==> src/rtl/pipe_stall_ctrl.sv <==
// Pipeline hazard controller: merges stall requests, sequences jump flushes, defers them behind data waits.
// Optional perf counters are built when PIPE_STALL_CTRL_PERF_EN is defined.
module pipe_stall_ctrl #(
    parameter int FLUSH_CYCLES = 1
) (
    input  logic        clk,
    input  logic        rst_n,
    input  logic        de_stall_req,
    input  logic        alu_stall_req,
    input  logic        biu_if_wait,
    input  logic        biu_data_wait,
    input  logic        jump_flag,
    input  logic [31:0] jump_addr,
    output logic [5:0]  stall,
    output logic        pc_load,
    output logic [31:0] pc_load_addr,
    output logic [31:0] stall_cycles,
    output logic [31:0] flush_count
);

    typedef enum logic [1:0] {IDLE, PEND, FLUSH} state_t;

    localparam logic [2:0] CNT_INIT = 3'(FLUSH_CYCLES - 1);
    localparam bit         MULTI    = (FLUSH_CYCLES > 1);

    state_t      state_q, state_d;
    logic [2:0]  cnt_q, cnt_d;
    logic [31:0] pend_q, pend_d;
    logic        flush;

    always_ff @(posedge clk) begin
        if (!rst_n) begin
            state_q <= IDLE;
            cnt_q   <= 3'd0;
            pend_q  <= 32'd0;
        end else begin
            state_q <= state_d;
            cnt_q   <= cnt_d;
            pend_q  <= pend_d;
        end
    end

    always_comb begin
        state_d      = state_q;
        cnt_d        = cnt_q;
        pend_d       = pend_q;
        flush        = 1'b0;
        pc_load      = 1'b0;
        pc_load_addr = 32'd0;
        case (state_q)
            IDLE: begin
                if (jump_flag) begin
                    if (biu_data_wait) begin
                        pend_d  = jump_addr;
                        state_d = PEND;
                    end else begin
                        flush        = 1'b1;
                        pc_load      = 1'b1;
                        pc_load_addr = jump_addr;
                        if (MULTI) begin
                            state_d = FLUSH;
                            cnt_d   = CNT_INIT;
                        end
                    end
                end
            end
            PEND: begin
                // New jumps are ignored here; the captured target wins.
                if (!biu_data_wait) begin
                    flush        = 1'b1;
                    pc_load      = 1'b1;
                    pc_load_addr = pend_q;
                    if (MULTI) begin
                        state_d = FLUSH;
                        cnt_d   = CNT_INIT;
                    end else begin
                        state_d = IDLE;
                    end
                end
            end
            FLUSH: begin
                flush = 1'b1;
                if (!biu_data_wait) begin
                    cnt_d = cnt_q - 3'd1;
                    if (cnt_q == 3'd1) state_d = IDLE;
                end
            end
            default: state_d = IDLE;
        endcase
        if (!rst_n) begin
            flush        = 1'b0;
            pc_load      = 1'b0;
            pc_load_addr = 32'd0;
        end
    end

    always_comb begin
        stall = 6'b000000;
        if (!rst_n)             stall = 6'b000000;
        else if (biu_data_wait) stall = 6'b011111;
        else if (flush)         stall = 6'b111111;
        else if (alu_stall_req) stall = 6'b001111;
        else if (de_stall_req)  stall = 6'b000111;
        else if (biu_if_wait)   stall = 6'b000011;
    end

`ifdef PIPE_STALL_CTRL_PERF_EN
    always_ff @(posedge clk) begin
        if (!rst_n) begin
            stall_cycles <= 32'd0;
            flush_count  <= 32'd0;
        end else begin
            if (stall != 6'b000000 && stall_cycles != 32'hFFFF_FFFF)
                stall_cycles <= stall_cycles + 32'd1;
            if (pc_load && flush_count != 32'hFFFF_FFFF)
                flush_count <= flush_count + 32'd1;
        end
    end
`else
    assign stall_cycles = 32'h0;
    assign flush_count  = 32'h0;
`endif

endmodule

==> config.mk <==
export PLATFORM = sky130hd
export DESIGN_NAME = pipe_stall_ctrl
export DESIGN_NICKNAME = d
export VERILOG_FILES = /design/src/rtl/pipe_stall_ctrl.sv
export SDC_FILE = /design/constraint.sdc
export NUM_CORES = 1
export LEC_CHECK = 0
export BUFFER_PORTS_ARGS = -buffer_cell sky130_fd_sc_hd__buf_2
export CORE_MARGIN = 5
export CORE_UTILIZATION = 39
export DETAILED_ROUTE_END_ITERATION = 7
export PLACE_DENSITY = 0.75
export SLEW_MARGIN = 30
export SYNTH_ARGS = -nofsm -noshare
export SYNTH_HDL_FRONTEND = slang
export SYNTH_SLANG_ARGS = --single-unit
==> constraint.sdc <==
create_clock -name clk -period 1.2 [get_ports clk]
set_clock_uncertainty 0.2 [all_clocks]
set_input_delay 0.06 -clock clk [delete_from_list [all_inputs] [get_ports clk]]
set_output_delay 0.06 -clock clk [all_outputs]
set_load 0.02 [all_outputs]
==> run summary <==
## Worst hold path
• Tightest Hold Check Type: in -> reg
• end point of the worst hold path: pend_q[7]$_SDFFE_PN0P_
• min-delay src: rst_n
• hold-critical path depth: 4

## Place
• number of cells in the design after placement: 418
• number of buffers added on ports: 77
• pre-CTS setup slack: -222 ps
• hpwl dp: 3970 um
• Routability Congestion: 0.801
• Cell Area, Placed: 2730 um2

## Status
• outcome: finished, violations left
• failing checks: setup timing

## Finish
• number of nets in the layout: 440
• post-route cell area: 3620 um2
• number of antenna cells inserted: 0
• layout cells sized above 1: 37.9%
• utilization of the core after routing: 64.5%
• count of filler cells inserted in the layout: 468
• area delta synth->final: 58.7%
• Layout Cells excl Fill: 473

## Timing
• final number of max-transition violations: 0
• Tmin final: 1690 ps
• period utilization: 141%
• setup slack after layout: -493 ps
• # setup viols final: 72
• final hold viol count: 0
• RSZ-0062 raised after global routing: yes
• Achievable Freq: 591 MHz

## Route
• TritonRoute pass-1 iters: 4
• antenna-violating nets left: 0
• Total Wirelength: 6430 um
• wire length per cell: 13.6 um
• routed via count: 2172
• detailed router's first-iteration violation count: 30
• vias per cell: 4.59
• count of unresolved DRC violations after routing: 0

## Critical path
• highest net fanout along the worst path: 17
• startpoint type of the worst setup path: flip-flop
• end of the worst register-to-register path: pend_q[22]$_SDFFE_PN0P_
• reg-to-reg startpoint: state_q[0]$_SDFFE_PN0P_
• signal arrival time at the worst endpoint: 1430 ps
• required time of the critical path: 940 ps
• reg2reg path depth: 6
• nature of the critical path endpoint: output port
• worst setup path category: reg -> out
• FF-to-FF setup slack: -380 ps

## Logic synthesis
• fraction of post-synthesis cell area in the top cell type by area: 29.0%
• Post-Synthesis Cells: 273
• Post-synth top flop: dfxtp_1
• number of distinct library cells after synthesis: 19
• Seq cells post-synth: 33
• post-synth top area cell: dfxtp_1
• sequential area share after synthesis: 29.0%
• top post-synthesis cells by area: dfxtp_1 29%, buf_4 21%, mux2i_1 14%
• Mapped Area: 2280 um2
• most used standard cell by instance count after synthesis: nand2_1
• yosys warns: 0
• mean cell area of the mapped netlist: 8.35 um2
• Post-synth ARST share: 0%
• Post-synth EDFFs: 0
• most numerous cell types in the synthesized netlist: 73 x nand2_1, 65 x buf_4, 33 x dfxtp_1, 32 x mux2i_1, 27 x a22o_1

## Die
• Die Y-Extent: 86.4 um
• die width: 86.4 um
• std cell rows: 27
• effective utilization at floorplan: 40.6%
• number of top-level pins: 142
• core box area: 5610 um2
• full die area: 7470 um2

## GRT
• met3 track demand over resource: 3.99%
• met2 demand-to-capacity share in global routing: 29.6%
• gr busiest metal: met2
• initial antenna violation count: 0
• number of global-route vias before repair: 2101
• wire length of the first global-routing pass: 9700 um
• routing usage on met1: 17.3%
• GRT Overall Usage: 16.2%
• largest net degree at the start of global routing: 34
• total overflow reported by the global router: 0

## Clocking
• register clock-pin slew on the reported worst setup and hold paths: 70 ps
• clock latency at the later pin of the worst-skew pair: 280 ps
• maximum count of clock buffers along a single path: 2
• clock tree from TritonCTS: built
• Inserted Clock Buffers: 5
• clock root buffer: clkbuf_8
• CTS H-tree lvls: 2
• TritonCTS sink count: 33

## Power
• leakage power summed over all cells: 1.77 nW
• Internal Pwr Total: 2.04 mW
• pwr dens: 821 nW/um2
• Logic pwr share: 32.3%
• part of the power in the clock network: 27.7%
• Sequential Power Share: 40.0%
• reported net switching power: 929 uW
• Power, Total: 2.97 mW
• IR Drop Worst-Case VDD: 0.000650 V
• switching portion of total power: 31.3%

## Job
• # Max-Cap Violations: 0

[worst max-delay path by stage]
stage / endpoint / cells after the start / from / slack [ps]
finish: pc_load_addr[28] / 4 / state_q[0]$_SDFFE_PN0P_ / -490
global route: pc_load_addr[2] / 4 / state_q[0]$_SDFFE_PN0P_ / -530
CTS: pc_load_addr[28] / 4 / state_q[0]$_SDFFE_PN0P_ / -510
detailed placement: pc_load_addr[6] / 4 / state_q[0]$_SDFFE_PN0P_ / -220
global placement: pc_load_addr[5] / 4 / state_q[0]$_SDFFE_PN0P_ / -180
floorplan: pc_load_addr[12] / 4 / state_q[0]$_SDFFE_PN0P_ / -100
[placed cells by master (no fill, tap or decap), drive strengths merged]
cell type and count:
nor2 4, clkbuf 7, a21oi 5, dlygate4sd3 33, o41ai 1, inv 1, nand3b 5, o21ai 1
o31a 1, a22o 27, conb 64, dfxtp 33, and3b 2, nand2b 1, buf 110, and4bb 1
nand2 73, mux2i 32
[repair_timing]
action	4_1_cts	5_1_grt
setup buffers	9	2
setup endpoints to repair	71	72
pin swaps	7	1
resized for setup	77	11
hold buffers	33	0
hold endpoints to repair	33	0
gates cloned	5	0
[stage by stage]
stage,TNS [ps],hold slack (ps)
global route,-31000,178
detailed placement,-9050,131
global placement,-7290,121
CTS,-27510,127
finish,-27780,133
floorplan,-3060,-33.6
[power by group through the flow]
stage	clock [mW]	sequential [mW]	combinational [mW]
3_3_place_gp	0	1.21	0.678
6_report	0.822	1.19	0.961
2_1_floorplan	0	1.20	0.674
4_1_cts	0.860	1.19	0.922
5_1_grt	0.900	1.19	1.03
3_5_place_dp	0	1.21	0.691
[cell type report]
cell class	count	area (um2)	area share, %
clock buffer	7	86.3	2.39
inverter	1	3.75	0.104
multi-input combinational	217	1440	39.7
sequential	33	664	18.4
tap	72	90.1	2.49
timing repair buffer	143	1340	36.9
[kinds of logic (layout without fill, tap and decap cells)]
| logic type | count (synthesis) | count (layout) | share of synthesized area [%] |
|---|---|---|---|
| AND/OR/NAND/NOR | 86 | 86 | 15.9 |
| buffers and inverters | 86 | 151 | 28.4 |
| AO/OA/AOI/OAI | 35 | 35 | 12.5 |
| flip-flops | 33 | 33 | 29.0 |
| multiplexers | 32 | 32 | 14.1 |
| other | 1 | 64 | 0.165 |
[critical path: stages, from the launching register on]
cell and delay, ps:
dfxtp_4 360, and4bb_2 260, buf_12 170, a22o_4 220
buf_4 150
[registers in the layout, summed over array words and instances, names as in the netlist]
signal   flops
pend_q      32
state_q      1
[routing by layer]
metal / up-vias / share of wire (%)
met1: 1006 / 36
met5: - / 0
met3: 21 / 7.7
met4: 0 / 3.2
met2: 107 / 53
li1: 1038 / -
No activity file was read; power rests on OpenSTA's default activity.
